## config.mk

```make
export PLATFORM = sky130hd
export DESIGN_NAME = ltl_cluster_sequencer
export DESIGN_NICKNAME = d
export VERILOG_FILES = /design/src/rtl/ltl_cluster_sequencer.sv
export SDC_FILE = /design/constraint.sdc
export NUM_CORES = 1
export LEC_CHECK = 0
export BUFFER_PORTS_ARGS = -buffer_cell sky130_fd_sc_hd__buf_2
export CORE_UTILIZATION = 60
export CTS_BUF_LIST = sky130_fd_sc_hd__clkbuf_2 sky130_fd_sc_hd__clkbuf_4 sky130_fd_sc_hd__clkbuf_8
export CTS_CLUSTER_DIAMETER = 200
export DETAILED_ROUTE_END_ITERATION = 8
export PLACE_DENSITY_LB_ADDON = 0.05
export SLEW_MARGIN = 20
export SYNTH_ARGS = -nofsm -noshare
export SYNTH_HDL_FRONTEND = slang
export SYNTH_SLANG_ARGS = --single-unit
```

## constraint.sdc

```tcl
create_clock -name clk -period 4.02 [get_ports clk]
set_input_delay 1.005 -clock clk [delete_from_list [all_inputs] [get_ports clk]]
set_output_delay 1.005 -clock clk [all_outputs]
set_load 0.05 [all_outputs]
```

## src/rtl/ltl_cluster_sequencer.sv

```systemverilog
// Sequences one LTL monitor cluster over bounded symbol windows and queues its report events.
// Latency: symbol accepted in cycle N drives the cluster in N+1; its reports are captured in N+2.
// Backpressure: sym_ready is held low unless the event queue has room for everything in flight.
module ltl_cluster_sequencer #(
    parameter int SYM_W       = 8,
    parameter int NUM_REPORTS = 4,
    parameter int CNT_W       = 16,
    parameter int EVQ_DEPTH   = 4
) (
    input  logic                   clk,
    input  logic                   reset,
    input  logic                   start,
    input  logic                   abort,
    input  logic [CNT_W-1:0]       cfg_len,
    input  logic                   sym_valid,
    input  logic [SYM_W-1:0]       sym_data,
    output logic                   sym_ready,
    output logic                   auto_reset,
    output logic                   auto_run,
    output logic [SYM_W-1:0]       auto_symbols,
    input  logic [NUM_REPORTS-1:0] auto_reports,
    output logic                   ev_valid,
    input  logic                   ev_ready,
    output logic [NUM_REPORTS-1:0] ev_mask,
    output logic [CNT_W-1:0]       ev_index,
    output logic [NUM_REPORTS-1:0] sticky_mask,
    output logic                   busy,
    output logic                   done
);
    localparam int PW = $clog2(EVQ_DEPTH);
    // Highest occupancy that still leaves room for two in-flight slots plus a new accept.
    localparam logic [PW:0] Q_LIM = (PW+1)'(EVQ_DEPTH - 3);

    typedef enum logic [2:0] {S_IDLE, S_ARM, S_STREAM, S_DRAIN, S_DONE} state_t;

    state_t           state, state_nxt;
    logic             phase;
    logic [CNT_W-1:0] remaining;
    logic [CNT_W-1:0] sym_idx;
    logic             p1_vld, p2_vld;
    logic [CNT_W-1:0] p1_idx, p2_idx;

    logic [NUM_REPORTS-1:0] q_mask [EVQ_DEPTH];
    logic [CNT_W-1:0]       q_idx  [EVQ_DEPTH];
    logic [PW-1:0]          wr_ptr, rd_ptr;
    logic [PW:0]            count;

    logic start_act, abort_act, accept, push, pop;

    assign start_act = (state == S_IDLE) && start && !abort;
    assign abort_act = abort && ((state == S_ARM) || (state == S_STREAM) || (state == S_DRAIN));
    assign sym_ready = (state == S_STREAM) && (remaining != '0) && (count <= Q_LIM);
    assign accept    = sym_valid && sym_ready;
    assign push      = p2_vld && (auto_reports != '0) && !abort_act;
    assign ev_valid  = (count != '0);
    assign pop       = ev_valid && ev_ready;
    assign ev_mask   = q_mask[rd_ptr];
    assign ev_index  = q_idx[rd_ptr];
    assign auto_reset = (state == S_IDLE) || (state == S_ARM);
    assign busy       = (state != S_IDLE);
    assign done       = (state == S_DONE);

    // State register.
    always_ff @(posedge clk) begin
        if (reset) state <= S_IDLE;
        else       state <= state_nxt;
    end

    // Next-state: ARM and DRAIN each last two cycles, tracked by phase.
    always_comb begin
        state_nxt = state;
        case (state)
            S_IDLE:   if (start_act) state_nxt = S_ARM;
            S_ARM:    if (abort_act) state_nxt = S_IDLE;
                      else if (phase) state_nxt = (remaining == '0) ? S_DRAIN : S_STREAM;
            S_STREAM: if (abort_act) state_nxt = S_IDLE;
                      else if (accept && (remaining == CNT_W'(1))) state_nxt = S_DRAIN;
            S_DRAIN:  if (abort_act) state_nxt = S_IDLE;
                      else if (phase) state_nxt = S_DONE;
            S_DONE:   state_nxt = S_IDLE;
            default:  state_nxt = S_IDLE;
        endcase
    end

    // Window bookkeeping, cluster drive and the two-stage report pipe.
    always_ff @(posedge clk) begin
        if (reset) begin
            phase        <= 1'b0;
            remaining    <= '0;
            sym_idx      <= '0;
            auto_run     <= 1'b0;
            auto_symbols <= '0;
            p1_vld       <= 1'b0;
            p2_vld       <= 1'b0;
            p1_idx       <= '0;
            p2_idx       <= '0;
            sticky_mask  <= '0;
        end else begin
            phase    <= ((state == S_ARM) || (state == S_DRAIN)) && !phase && !abort_act;
            auto_run <= accept && !abort_act;
            p1_vld   <= accept && !abort_act;
            p1_idx   <= sym_idx;
            p2_vld   <= p1_vld && !abort_act;
            p2_idx   <= p1_idx;
            if (accept) auto_symbols <= sym_data;
            if (start_act) begin
                remaining   <= cfg_len;
                sym_idx     <= '0;
                sticky_mask <= '0;
            end else begin
                if (accept) begin
                    remaining <= remaining - CNT_W'(1);
                    sym_idx   <= sym_idx + CNT_W'(1);
                end
                if (push) sticky_mask <= sticky_mask | auto_reports;
            end
        end
    end

    // Event queue pointers and occupancy; persists across windows.
    always_ff @(posedge clk) begin
        if (reset) begin
            wr_ptr <= '0;
            rd_ptr <= '0;
            count  <= '0;
        end else begin
            if (push) wr_ptr <= wr_ptr + 1'b1;
            if (pop)  rd_ptr <= rd_ptr + 1'b1;
            case ({push, pop})
                2'b10:   count <= count + 1'b1;
                2'b01:   count <= count - 1'b1;
                default: count <= count;
            endcase
        end
    end

    // Event queue storage.
    always_ff @(posedge clk) begin
        if (push) begin
            q_mask[wr_ptr] <= auto_reports;
            q_idx[wr_ptr]  <= p2_idx;
        end
    end
endmodule

```

==> impl_metrics.xml, run 1 <==
<?xml version="1.0" encoding="UTF-8"?>
<metrics>
  <group name="synthesis">
    <metric name="netlist_instances" unit="">520</metric>
    <metric name="syn_area_per_cell" unit="µm²">12.77</metric>
    <metric name="yosys_most_used_dff" unit="">sky130_fd_sc_hd__dfxtp_1</metric>
    <metric name="synth_largest_area_cell" unit="">sky130_fd_sc_hd__edfxtp_1</metric>
    <metric name="area_contributors_post_synth" unit="">sky130_fd_sc_hd__edfxtp_1, sky130_fd_sc_hd__dfxtp_1, sky130_fd_sc_hd__mux4_2, sky130_fd_sc_hd__nor2b_1, sky130_fd_sc_hd__xnor2_1</metric>
    <metric name="synth_warnings" unit="">0</metric>
    <metric name="synth-async-reset-ratio" unit="%">0</metric>
    <metric name="synth_edf_count" unit="">80</metric>
    <metric name="synth.net_count" unit="">566</metric>
    <metric name="netlist.area_leader.share" unit="%">36.18</metric>
    <metric name="synth.lib_cells_used.distinct" unit="">54</metric>
    <metric name="ys_ff_latch" unit="">171</metric>
    <metric name="sequential_fraction_of_the_synthesis_area" unit="%">63.61</metric>
    <metric name="synth.cell_area" unit="µm²">6640</metric>
  </group>
  <group name="detailed_routing">
    <metric name="drt_wl_total" unit="µm">12440</metric>
    <metric name="drcViolationCount" unit="">0</metric>
    <metric name="route.detailed.vias_per_inst" unit="">5.622</metric>
    <metric name="wl_per_cell" unit="µm">16.65</metric>
    <metric name="detailedRoute.firstPassIterationCount" unit="">6</metric>
    <metric name="first_iter_violations" unit="">228</metric>
    <metric name="route.antenna.remaining_nets" unit="">0</metric>
    <metric name="vias" unit="">4200</metric>
  </group>
  <group name="power">
    <metric name="power.share.sequential" unit="%">54.1</metric>
    <metric name="total_power" unit="µW">3414</metric>
    <metric name="power.switching" unit="µW">825.5</metric>
    <metric name="power.density_cell_area" unit="nW/µm²">452.4</metric>
    <metric name="swShare" unit="%">24.18</metric>
    <metric name="share_clk_of_total_power" unit="%">36.5</metric>
    <metric name="internal-power" unit="µW">2589</metric>
    <metric name="portion_of_total_power_attributed_to_combinational_logic" unit="%">9.5</metric>
    <metric name="vdd_drop_max" unit="mV">0.1977</metric>
    <metric name="cellLeakagePower" unit="µW">0.002520</metric>
  </group>
  <group name="final_layout">
    <metric name="drive_gt1_share" unit="%">23.06</metric>
    <metric name="num-nets-final" unit="">640</metric>
    <metric name="flow.area_growth_from_synthesis" unit="%">13.66</metric>
    <metric name="num_antenna_cells" unit="">0</metric>
    <metric name="fin_util" unit="%">69.93</metric>
  </group>
  <group name="timing">
    <metric name="slew_headroom" unit="%">36.97</metric>
    <metric name="fin_setup_tns" unit="ps">0</metric>
    <metric name="min_period_over_period" unit="%">79.04</metric>
    <metric name="setup_viol" unit="">0</metric>
    <metric name="final_max_slew_viol_count" unit="">0</metric>
    <metric name="fin_skew" unit="ps">13.69</metric>
    <metric name="rsz0062_at_grt" unit="">false</metric>
    <metric name="report.final.hold_viol_count" unit="">0</metric>
    <metric name="post-route-min-period" unit="ps">3177</metric>
    <metric name="highest_clock_rate" unit="GHz">0.3147</metric>
    <metric name="worst-slew-pin-transition" unit="ps">944.1</metric>
    <metric name="hold-worst-slack" unit="ps">435.5</metric>
    <metric name="postLayoutSetupSlackWorst" unit="ps">842.8</metric>
  </group>
  <group name="clocking">
    <metric name="cts.repair_timing.setup_buffer_count" unit="">0</metric>
    <metric name="clock_tree_from_tritoncts" unit="">built</metric>
    <metric name="root_buffer" unit="">sky130_fd_sc_hd__clkbuf_8</metric>
    <metric name="cts-buffers-inserted" unit="">17</metric>
    <metric name="numClockSinks" unit="">171</metric>
    <metric name="cts_htree_levels" unit="">4</metric>
    <metric name="hold_buffers" unit="">0</metric>
    <metric name="clk_pin_slew" unit="ps">80</metric>
    <metric name="clock_insertion_delay_worst_skew" unit="ps">430</metric>
    <metric name="cts_repair_resize_count" unit="">0</metric>
    <metric name="cts-root-to-sink-buffers" unit="">2</metric>
  </group>
  <group name="placement">
    <metric name="globalplace.congestion" unit="">0.8456</metric>
    <metric name="detailedPlacementHpwl" unit="µm">8432</metric>
    <metric name="dpl_worst_slack" unit="ps">1115</metric>
    <metric name="port-buffer-count" unit="">71</metric>
  </group>
  <group name="floorplan">
    <metric name="num_rows" unit="">38</metric>
    <metric name="num_io_pins" unit="">72</metric>
    <metric name="start_util" unit="%">61.52</metric>
    <metric name="die_width" unit="µm">107.2</metric>
    <metric name="die_area" unit="µm²">11490</metric>
    <metric name="core_area" unit="µm²">10790</metric>
    <metric name="fp.dieH" unit="µm">107.2</metric>
  </group>
  <group name="setup_path">
    <metric name="start_kind" unit="">flop</metric>
    <metric name="worstPathArrival" unit="ps">2170</metric>
    <metric name="critPathKind" unit="">flop to output port</metric>
    <metric name="critical_path.max_fanout" unit="">6</metric>
    <metric name="cp-end-kind" unit="">output port</metric>
    <metric name="timing.critical_path.required" unit="ps">3010</metric>
  </group>
  <group name="grt">
    <metric name="grt_start_max_net_pins" unit="">67</metric>
    <metric name="antenna_found_initial" unit="">0</metric>
    <metric name="gr-usage-all-layers" unit="%">23.19</metric>
    <metric name="grt_first_pass_wirelength" unit="µm">20040</metric>
    <metric name="via_count_of_the_first_global_routing_pass" unit="">4090</metric>
    <metric name="grt-ovfl-total" unit="">0</metric>
  </group>
  <group name="outcome">
    <metric name="outcome" unit="">finished clean</metric>
  </group>
  <group name="job">
    <metric name="max_cap_viol_count" unit="">0</metric>
  </group>
  <group name="min_path">
    <metric name="worstHoldPathType" unit="">flop to flop</metric>
  </group>
</metrics>
[synth_stat cells (12+ instances only)]
library cell	n
sky130_fd_sc_hd__dfxtp_1	91
sky130_fd_sc_hd__edfxtp_1	80
sky130_fd_sc_hd__nand2_1	41
sky130_fd_sc_hd__nor2_1	41
sky130_fd_sc_hd__nor2b_1	30
sky130_fd_sc_hd__a21oi_1	29
sky130_fd_sc_hd__mux4_2	20
sky130_fd_sc_hd__xnor2_1	20
sky130_fd_sc_hd__clkbuf_1	18
sky130_fd_sc_hd__inv_1	14
sky130_fd_sc_hd__nor3_1	14
sky130_fd_sc_hd__ha_1	12
[power groups by stage]
stage               Sequential, µW  Combinational (µW)  Clock [µW]
CTS                           1850                 325        1270
global route                  1850                 350        1340
detailed placement            1890                 324           0
floorplan                     1880                 252           0
finish                        1850                 323        1240
global placement              1890                 319           0
[through the flow]
stage | instance area (µm²) | cells
after floorplan | 6640 | 520
after global placement | 7128 | 715
after detailed placement | 7128 | 715
after CTS | 7547 | 747
after global routing | 7547 | 747
final | 7547 | 747
[area by class of cell]
cell class	count	area (µm²)
fillers	791	3246
flip-flops and latches	171	4224
clock buffers	20	256.5
clock inverters	12	162.7
multi-input cells	311	2261
repair buffers	79	415.4
inverters	14	52.55
well taps	140	175.2
[layout by cell type, fill, tap and decap left out, types with 10 or more instances in the layout]
| master | netlist | routed |
|---|---|---|
| sky130_fd_sc_hd__dfxtp_1 | 91 | 91 |
| sky130_fd_sc_hd__buf_2 | 4 | 71 |
| sky130_fd_sc_hd__edfxtp_1 | 80 | 80 |
| sky130_fd_sc_hd__xnor2_1 | 20 | 20 |
| sky130_fd_sc_hd__nor2b_1 | 30 | 30 |
| sky130_fd_sc_hd__nor2_1 | 41 | 41 |
| sky130_fd_sc_hd__ha_1 | 12 | 12 |
| sky130_fd_sc_hd__nand2_1 | 41 | 41 |
| sky130_fd_sc_hd__nor3_1 | 14 | 14 |
| sky130_fd_sc_hd__nor4_1 | 10 | 10 |
| sky130_fd_sc_hd__clkbuf_8 | 0 | 17 |
| sky130_fd_sc_hd__a21oi_1 | 29 | 29 |
| sky130_fd_sc_hd__inv_1 | 14 | 14 |
| sky130_fd_sc_hd__mux4_2 | 20 | 20 |
[per-layer routing]
metal | vias to the layer above | GRT usage (%) | part of all wire [%]
met5 | - | 0 | 0
met4 | 0 | 6.947 | 0.84
met3 | 11 | 6.201 | 4.8
met2 | 121 | 38.20 | 50
met1 | 2027 | 30.14 | 44
li1 | 2041 | - | -
[sequential cells by signal, indices dropped and copies added, names as in the netlist, named ones only]
| name | flops |
|---|---|
| q_mask | 16 |
| phase | 1 |
| remaining | 16 |
| rd_ptr | 2 |
| state | 3 |
| q_idx | 64 |
| wr_ptr | 2 |
| p2_idx | 16 |
| count | 3 |
| sym_idx | 16 |
| p2_vld | 1 |
| p1_idx | 16 |
| sticky_mask | 4 |
| p1_vld | 1 |
| auto_symbols | 8 |
[worst max-delay path, cell delays in order (launching register included)]
cell and delay (ps):
sky130_fd_sc_hd__dfxtp_1 370, sky130_fd_sc_hd__inv_1 80, sky130_fd_sc_hd__ha_1 190, sky130_fd_sc_hd__or3b_2 520, sky130_fd_sc_hd__nor4_4 300, sky130_fd_sc_hd__nor2_1 70
sky130_fd_sc_hd__buf_2 210
[logic make-up (layout without fill, tap and decap cells)]
| logic type | after synthesis | after routing | synth area share, % |
|---|---|---|---|
| AOI/OAI and AO/OA | 63 | 63 | 6.143 |
| xor gates and xnor gates | 23 | 23 | 3.034 |
| adders and majority gates | 12 | 12 | 2.261 |
| buffers and inverters | 38 | 125 | 2.336 |
| DFF | 171 | 171 | 63.61 |
| muxes | 21 | 21 | 6.934 |
| and+or+nand+nor | 192 | 192 | 15.68 |
[final timing paths]
| kind | startpoint | end | slack, ps | cells past startpoint |
|---|---|---|---|---|
| max | remaining[0] | sym_ready | 840 | 6 |
| min | p1_idx[4] | p2_idx[4] | 440 | 1 |
| max reg2reg | state[1] | remaining[8] | 1310 | 5 |
| min reg2reg | p1_idx[4] | p2_idx[4] | 440 | 1 |
Note: power is estimated with default switching activity, not from simulation.
==> run 2, diff against run 1 <==
==> constraint.sdc (replaced) <==
create_clock -name clk -period 3.29 [get_ports clk]
set_input_delay 0.8225 -clock clk [delete_from_list [all_inputs] [get_ports clk]]
set_output_delay 0.8225 -clock clk [all_outputs]
set_load 0.05 [all_outputs]
==> impl_metrics.xml, run 2 (synthesis gave the netlist of run 1 again) <==
<?xml version="1.0" encoding="UTF-8"?>
<metrics>
  <group name="detailed_routing">
    <metric name="wirelength_met1" unit="µm">5446</metric>
    <metric name="vias" unit="">4176</metric>
    <metric name="dr.max_layer_used" unit="">met4</metric>
    <metric name="detailedRoute.firstPassIterationCount" unit="">4</metric>
    <metric name="detailroute.wirelength.met3" unit="µm">639</metric>
    <metric name="wl_per_cell" unit="µm">16.90</metric>
    <metric name="drt_wl_total" unit="µm">12680</metric>
    <metric name="route.detailed.vias_per_inst" unit="">5.568</metric>
    <metric name="route.antenna.remaining_nets" unit="">0</metric>
    <metric name="first_iter_violations" unit="">256</metric>
    <metric name="met2_wirelength" unit="µm">6410</metric>
    <metric name="drcViolationCount" unit="">0</metric>
  </group>
  <group name="final_layout">
    <metric name="mostFrequentLayoutCell" unit="">sky130_fd_sc_hd__dfxtp_1</metric>
    <metric name="fill_cells" unit="">777</metric>
    <metric name="largest_register_ff_count" unit="">64</metric>
    <metric name="final_cell_mix" unit="">sky130_fd_sc_hd__dfxtp_1, sky130_fd_sc_hd__edfxtp_1, sky130_fd_sc_hd__buf_2, sky130_fd_sc_hd__nor2_1, sky130_fd_sc_hd__nand2_1</metric>
    <metric name="regArea" unit="µm²">4224</metric>
    <metric name="drive_gt1_share" unit="%">23.28</metric>
    <metric name="multi_input_area" unit="µm²">2261</metric>
    <metric name="num-nets-final" unit="">643</metric>
    <metric name="num_antenna_cells" unit="">0</metric>
    <metric name="regMostFlops" unit="">q_idx</metric>
    <metric name="flow.area_growth_from_synthesis" unit="%">13.66</metric>
  </group>
  <group name="setup_path">
    <metric name="start_kind" unit="">flop</metric>
    <metric name="timing.critical_path.required" unit="ps">2470</metric>
    <metric name="critPathKind" unit="">flop to output port</metric>
    <metric name="crit_chain" unit="">inv_1, ha_1, or3b_2, nor4_4, nor2_1, buf_2</metric>
    <metric name="max_stage_delay" unit="ps">510</metric>
    <metric name="cp-end-kind" unit="">output port</metric>
    <metric name="worstPathArrival" unit="ps">2180</metric>
    <metric name="critical_path.max_fanout" unit="">6</metric>
    <metric name="timing.critical_path.slowest_stage_cell" unit="">sky130_fd_sc_hd__or3b_2</metric>
    <metric name="reg2reg_setup_slack" unit="ps">730</metric>
  </group>
  <group name="grt">
    <metric name="antenna_found_initial" unit="">0</metric>
    <metric name="grt-ovfl-total" unit="">0</metric>
    <metric name="via_count_of_the_first_global_routing_pass" unit="">4107</metric>
    <metric name="gr-usage-all-layers" unit="%">23.88</metric>
    <metric name="grt_start_max_net_pins" unit="">47</metric>
    <metric name="grt_first_pass_wirelength" unit="µm">20380</metric>
  </group>
  <group name="power">
    <metric name="share_clk_of_total_power" unit="%">35.4</metric>
    <metric name="cellLeakagePower" unit="µW">0.002521</metric>
    <metric name="power.density_cell_area" unit="nW/µm²">543.5</metric>
    <metric name="internal-power" unit="µW">3063</metric>
    <metric name="vdd_drop_max" unit="mV">0.2965</metric>
    <metric name="power.share.sequential" unit="%">55.0</metric>
    <metric name="portion_of_total_power_attributed_to_combinational_logic" unit="%">9.6</metric>
    <metric name="power.switching" unit="µW">1040</metric>
    <metric name="swShare" unit="%">25.34</metric>
  </group>
  <group name="timing">
    <metric name="min_period_over_period" unit="%">91.32</metric>
    <metric name="hold-worst-slack" unit="ps">443.0</metric>
    <metric name="final_max_slew_viol_count" unit="">0</metric>
    <metric name="report.final.hold_viol_count" unit="">0</metric>
    <metric name="post-route-min-period" unit="ps">3005</metric>
    <metric name="setup_viol" unit="">0</metric>
    <metric name="fin_setup_tns" unit="ps">0</metric>
    <metric name="slew_headroom" unit="%">47.29</metric>
    <metric name="rsz0062_at_grt" unit="">false</metric>
    <metric name="worst-slew-pin-transition" unit="ps">779.7</metric>
    <metric name="fin_skew" unit="ps">13.35</metric>
    <metric name="highest_clock_rate" unit="GHz">0.3328</metric>
  </group>
  <group name="clocking">
    <metric name="cts_htree_levels" unit="">4</metric>
    <metric name="cts-root-to-sink-buffers" unit="">2</metric>
    <metric name="clock_tree_from_tritoncts" unit="">built</metric>
    <metric name="cts.repair_timing.setup_buffer_count" unit="">0</metric>
    <metric name="cts-buffers-inserted" unit="">17</metric>
    <metric name="cts_repair_resize_count" unit="">0</metric>
    <metric name="clk_pin_slew" unit="ps">90</metric>
    <metric name="numClockSinks" unit="">171</metric>
    <metric name="hold_buffers" unit="">0</metric>
    <metric name="root_buffer" unit="">sky130_fd_sc_hd__clkbuf_8</metric>
    <metric name="clock_insertion_delay_worst_skew" unit="ps">450</metric>
  </group>
  <group name="floorplan">
    <metric name="core_area" unit="µm²">10790</metric>
    <metric name="die_width" unit="µm">107.2</metric>
    <metric name="num_io_pins" unit="">72</metric>
    <metric name="die_area" unit="µm²">11490</metric>
    <metric name="num_rows" unit="">38</metric>
    <metric name="start_util" unit="%">61.52</metric>
    <metric name="fp.dieH" unit="µm">107.2</metric>
  </group>
  <group name="placement">
    <metric name="port-buffer-count" unit="">71</metric>
    <metric name="globalplace.congestion" unit="">0.8725</metric>
    <metric name="detailedPlacementHpwl" unit="µm">8425</metric>
  </group>
  <group name="min_path">
    <metric name="worstHoldPathType" unit="">flop to flop</metric>
  </group>
  <group name="job">
    <metric name="max_cap_viol_count" unit="">0</metric>
  </group>
  <group name="outcome">
    <metric name="outcome" unit="">finished clean</metric>
  </group>
</metrics>
## run 2: through the flow
stage          worst slack (ps)  total power, µW  std cells  util, %  cell area, µm²
2_1_floorplan             520.3             2606        520        -            6640
3_3_place_gp              733.9             2693        718    66.25            7151
3_5_place_dp              671.8             2698        718    66.25            7151
4_1_cts                   254.7             4137        750    69.93            7547
5_1_grt                   143.3             4252        750    69.93            7547
6_report                  285.5             4102        750    69.93            7547
## run 2: area by class of cell
type / count / share of cell area [%]
clock inverter: 15 / 2.155
inverter: 14 / 0.6963
clock buffer: 17 / 3.100
timing repair buffer: 82 / 5.802
multi-input combinational: 311 / 29.96
sequential: 171 / 55.97
tap: 140 / 2.321
## run 2: layer usage
layer / vias up / global-route usage, %
met3: 19 / 5.228
li1: 2041 / -
met5: - / 0
met4: 0 / 8.904
met1: 1998 / 30.66
met2: 118 / 39.82
## run 2: critical path, delay by kind of cell, from the launching register on
kind	cells	cell delay (ps)
buf+inv	2	290
simple gates	3	880
flops	1	370
fa+ha+maj	1	190
## run 2: power by group through the flow
| stage | combinational [µW] | clock, µW | sequential (µW) |
|---|---|---|---|
| after floorplan | 307 | 0 | 2300 |
| after global placement | 391 | 0 | 2300 |
| after detailed placement | 394 | 0 | 2300 |
| after CTS | 397 | 1490 | 2250 |
| after global routing | 430 | 1560 | 2260 |
| final | 393 | 1450 | 2250 |
## run 2: path summary, 6_finish.rpt
| check | from | end | depth (start not counted) |
|---|---|---|---|
| worst min register to register | p1_idx[3] | p2_idx[3] | 1 |
| worst min-delay path | p1_idx[3] | p2_idx[3] | 1 |
| worst max-delay path | remaining[0] | sym_ready | 6 |
| worst max register to register | state[1] | sym_idx[15] | 5 |
==> run 3, diff against run 2 <==
--- a/config.mk
+++ b/config.mk
@@ -5,6 +5,7 @@
 export SDC_FILE = /design/constraint.sdc
 export NUM_CORES = 1
 export LEC_CHECK = 0
+export ABC_AREA = 1
 export BUFFER_PORTS_ARGS = -buffer_cell sky130_fd_sc_hd__buf_2
 export CORE_UTILIZATION = 60
 export CTS_BUF_LIST = sky130_fd_sc_hd__clkbuf_2 sky130_fd_sc_hd__clkbuf_4 sky130_fd_sc_hd__clkbuf_8
==> impl_metrics.xml, run 3 <==
<?xml version="1.0" encoding="UTF-8"?>
<metrics>
  <group name="setup_path">
    <metric name="max_stage_delay" unit="ps">420</metric>
    <metric name="cp-end-kind" unit="">output port</metric>
    <metric name="critical_path.max_fanout" unit="">21</metric>
    <metric name="critPathKind" unit="">flop to output port</metric>
    <metric name="crit_family" unit="">buffers and inverters</metric>
    <metric name="rr_worst_depth" unit="">11</metric>
    <metric name="timing.critical_path.required" unit="ps">2470</metric>
    <metric name="cp.buffers_inverters" unit="">3</metric>
    <metric name="start_kind" unit="">flop</metric>
    <metric name="worstSetupPathDepth" unit="">5</metric>
    <metric name="worstPathArrival" unit="ps">2040</metric>
    <metric name="crit_chain" unit="">buf_4, inv_1, o21ai_0, o22ai_1, buf_2</metric>
    <metric name="timing.critical_path.slowest_stage_cell" unit="">sky130_fd_sc_hd__inv_1</metric>
  </group>
  <group name="grt">
    <metric name="via_count_of_the_first_global_routing_pass" unit="">4790</metric>
    <metric name="grt-ovfl-total" unit="">0</metric>
    <metric name="grt_start_max_net_pins" unit="">41</metric>
    <metric name="antenna_found_initial" unit="">0</metric>
    <metric name="grt_first_pass_wirelength" unit="µm">21640</metric>
    <metric name="gr-usage-all-layers" unit="%">23.67</metric>
  </group>
  <group name="final_layout">
    <metric name="multi_input_area" unit="µm²">2321</metric>
    <metric name="num_antenna_cells" unit="">0</metric>
    <metric name="mostFrequentLayoutCell" unit="">sky130_fd_sc_hd__nor2_1</metric>
    <metric name="largest_register_ff_count" unit="">64</metric>
    <metric name="final_cell_mix" unit="">sky130_fd_sc_hd__nor2_1, sky130_fd_sc_hd__nand2_1, sky130_fd_sc_hd__dfxtp_1, sky130_fd_sc_hd__edfxtp_1, sky130_fd_sc_hd__inv_1</metric>
    <metric name="drive_gt1_share" unit="%">17.20</metric>
    <metric name="regArea" unit="µm²">4224</metric>
    <metric name="num-nets-final" unit="">870</metric>
    <metric name="fill_cells" unit="">897</metric>
    <metric name="flow.area_growth_from_synthesis" unit="%">12.86</metric>
    <metric name="regMostFlops" unit="">q_idx</metric>
  </group>
  <group name="timing">
    <metric name="rsz0062_at_grt" unit="">false</metric>
    <metric name="hold-worst-slack" unit="ps">404.7</metric>
    <metric name="post-route-min-period" unit="ps">2866</metric>
    <metric name="final_max_slew_viol_count" unit="">0</metric>
    <metric name="fin_skew" unit="ps">11.99</metric>
    <metric name="fin_setup_tns" unit="ps">0</metric>
    <metric name="setup_viol" unit="">0</metric>
    <metric name="min_period_over_period" unit="%">87.12</metric>
    <metric name="worst-slew-pin-transition" unit="ps">554.3</metric>
    <metric name="slew_headroom" unit="%">62.96</metric>
    <metric name="report.final.hold_viol_count" unit="">0</metric>
    <metric name="postLayoutSetupSlackWorst" unit="ps">423.9</metric>
    <metric name="highest_clock_rate" unit="GHz">0.3489</metric>
  </group>
  <group name="power">
    <metric name="cellLeakagePower" unit="µW">0.003114</metric>
    <metric name="power.density_cell_area" unit="nW/µm²">758.5</metric>
    <metric name="vdd_drop_max" unit="mV">0.4483</metric>
  </group>
  <group name="clocking">
    <metric name="clock_tree_from_tritoncts" unit="">built</metric>
    <metric name="cts-root-to-sink-buffers" unit="">2</metric>
    <metric name="numClockSinks" unit="">171</metric>
    <metric name="clk_pin_slew" unit="ps">90</metric>
    <metric name="root_buffer" unit="">sky130_fd_sc_hd__clkbuf_8</metric>
    <metric name="cts-buffers-inserted" unit="">17</metric>
    <metric name="hold_buffers" unit="">0</metric>
    <metric name="clock_insertion_delay_worst_skew" unit="ps">450</metric>
    <metric name="cts_repair_resize_count" unit="">0</metric>
    <metric name="cts_htree_levels" unit="">4</metric>
    <metric name="cts.repair_timing.setup_buffer_count" unit="">0</metric>
  </group>
  <group name="placement">
    <metric name="detailedPlacementHpwl" unit="µm">9173</metric>
    <metric name="port-buffer-count" unit="">71</metric>
    <metric name="globalplace.congestion" unit="">0.9304</metric>
    <metric name="dpl_worst_slack" unit="ps">895.4</metric>
  </group>
  <group name="floorplan">
    <metric name="start_util" unit="%">61.53</metric>
    <metric name="core_area" unit="µm²">11370</metric>
    <metric name="num_rows" unit="">39</metric>
    <metric name="die_area" unit="µm²">12090</metric>
    <metric name="die_width" unit="µm">110.0</metric>
    <metric name="fp.dieH" unit="µm">110.0</metric>
    <metric name="num_io_pins" unit="">72</metric>
  </group>
  <group name="synthesis">
    <metric name="syn_area_per_cell" unit="µm²">9.315</metric>
    <metric name="ys_ff_latch" unit="">171</metric>
    <metric name="synth_warnings" unit="">0</metric>
    <metric name="post_synth_most_frequent_cells" unit="">sky130_fd_sc_hd__nor2_1, sky130_fd_sc_hd__nand2_1, sky130_fd_sc_hd__dfxtp_1</metric>
    <metric name="sequential_fraction_of_the_synthesis_area" unit="%">60.38</metric>
    <metric name="synth_largest_area_cell" unit="">sky130_fd_sc_hd__edfxtp_1</metric>
    <metric name="synth.most_common_cell" unit="">sky130_fd_sc_hd__nor2_1</metric>
    <metric name="synth-async-reset-ratio" unit="%">0</metric>
    <metric name="synth.cell_area" unit="µm²">6995</metric>
    <metric name="synth.net_count" unit="">797</metric>
    <metric name="netlist_instances" unit="">751</metric>
    <metric name="area_contributors_post_synth" unit="">sky130_fd_sc_hd__edfxtp_1, sky130_fd_sc_hd__dfxtp_1, sky130_fd_sc_hd__nor2_1, sky130_fd_sc_hd__nand2_1, sky130_fd_sc_hd__o21ai_0</metric>
    <metric name="synth.lib_cells_used.distinct" unit="">37</metric>
    <metric name="netlist.area_leader.share" unit="%">34.34</metric>
    <metric name="yosys_most_used_dff" unit="">sky130_fd_sc_hd__dfxtp_1</metric>
    <metric name="synth_edf_count" unit="">80</metric>
  </group>
  <group name="detailed_routing">
    <metric name="route.detailed.vias_per_inst" unit="">5.255</metric>
    <metric name="wl_per_cell" unit="µm">13.98</metric>
    <metric name="first_iter_violations" unit="">407</metric>
    <metric name="vias" unit="">5150</metric>
    <metric name="drcViolationCount" unit="">0</metric>
    <metric name="drt_wl_total" unit="µm">13700</metric>
    <metric name="detailedRoute.firstPassIterationCount" unit="">5</metric>
    <metric name="route.antenna.remaining_nets" unit="">0</metric>
  </group>
  <group name="outcome">
    <metric name="outcome" unit="">finished clean</metric>
  </group>
  <group name="min_path">
    <metric name="worst_hold_path.num_cells" unit="">2</metric>
    <metric name="worstHoldPathType" unit="">flop to flop</metric>
  </group>
  <group name="job">
    <metric name="max_cap_viol_count" unit="">0</metric>
  </group>
</metrics>
## run 3: power by group
group / switching, µW / leakage [µW] / internal, µW / total (µW)
combinational: 1390 / 0.00143 / 586 / 1980
sequential: 122 / 0.00147 / 2340 / 2460
clock: 741 / 0.000214 / 809 / 1550
total: 2260 / 0.00311 / 3730 / 5990
## run 3: layout make-up
class,count,area share (%)
Clock buffer,20,3.407
Clock inverter,12,2.029
Inverter,81,3.851
Multi-Input combinational cell,471,29.40
Sequential cell,171,53.50
Tap cell,143,2.266
Timing Repair Buffer,82,5.547
## run 3: routing by layer
layer / routed length, µm / global-route usage (%)
met1: 6072 / 27.74
met3: 543 / 5.467
met5: 0 / 0
met2: 6895 / 41.92
met4: 183 / 9.333
## run 3: final timing paths
path,start,to,slack (ps)
max reg2reg,state[1],count[2],1120
min,p1_idx[12],p2_idx[12],400
min reg2reg,p1_idx[12],p2_idx[12],400
max,flop,ev_mask[0],420
## run 3: per-stage QoR
step           instance area [µm²]  utilization (%)  total power (µW)  instances
2_1_floorplan                 6995                -              4101        751
3_3_place_gp                  7466            65.67              4441        948
3_5_place_dp                  7466            65.67              4490        948
4_1_cts                       7895            69.44              6029        980
5_1_grt                       7895            69.44              6353        980
6_report                      7895            69.44              5989        980
## run 3: cell families after synthesis
group,after synthesis,share of synthesized area (%)
AOI/OAI and AO/OA,136,10.30
xor gates and xnor gates,9,1.127
adders and majority gates,12,2.146
buffers and inverters,109,6.439
DFF,171,60.38
and+or+nand+nor,314,19.60
## run 3: worst reg2reg max path, cell delays in order, from the launching register on
cell and delay, ps:
sky130_fd_sc_hd__dfxtp_1 410, sky130_fd_sc_hd__inv_2 60, sky130_fd_sc_hd__nand2_1 120, sky130_fd_sc_hd__nand2_1 80, sky130_fd_sc_hd__nor2_1 220, sky130_fd_sc_hd__inv_1 140, sky130_fd_sc_hd__nand3_2 180, sky130_fd_sc_hd__ha_1 310
sky130_fd_sc_hd__nor2_1 140, sky130_fd_sc_hd__o21ai_0 130, sky130_fd_sc_hd__o21ai_0 190, sky130_fd_sc_hd__a21oi_1 70
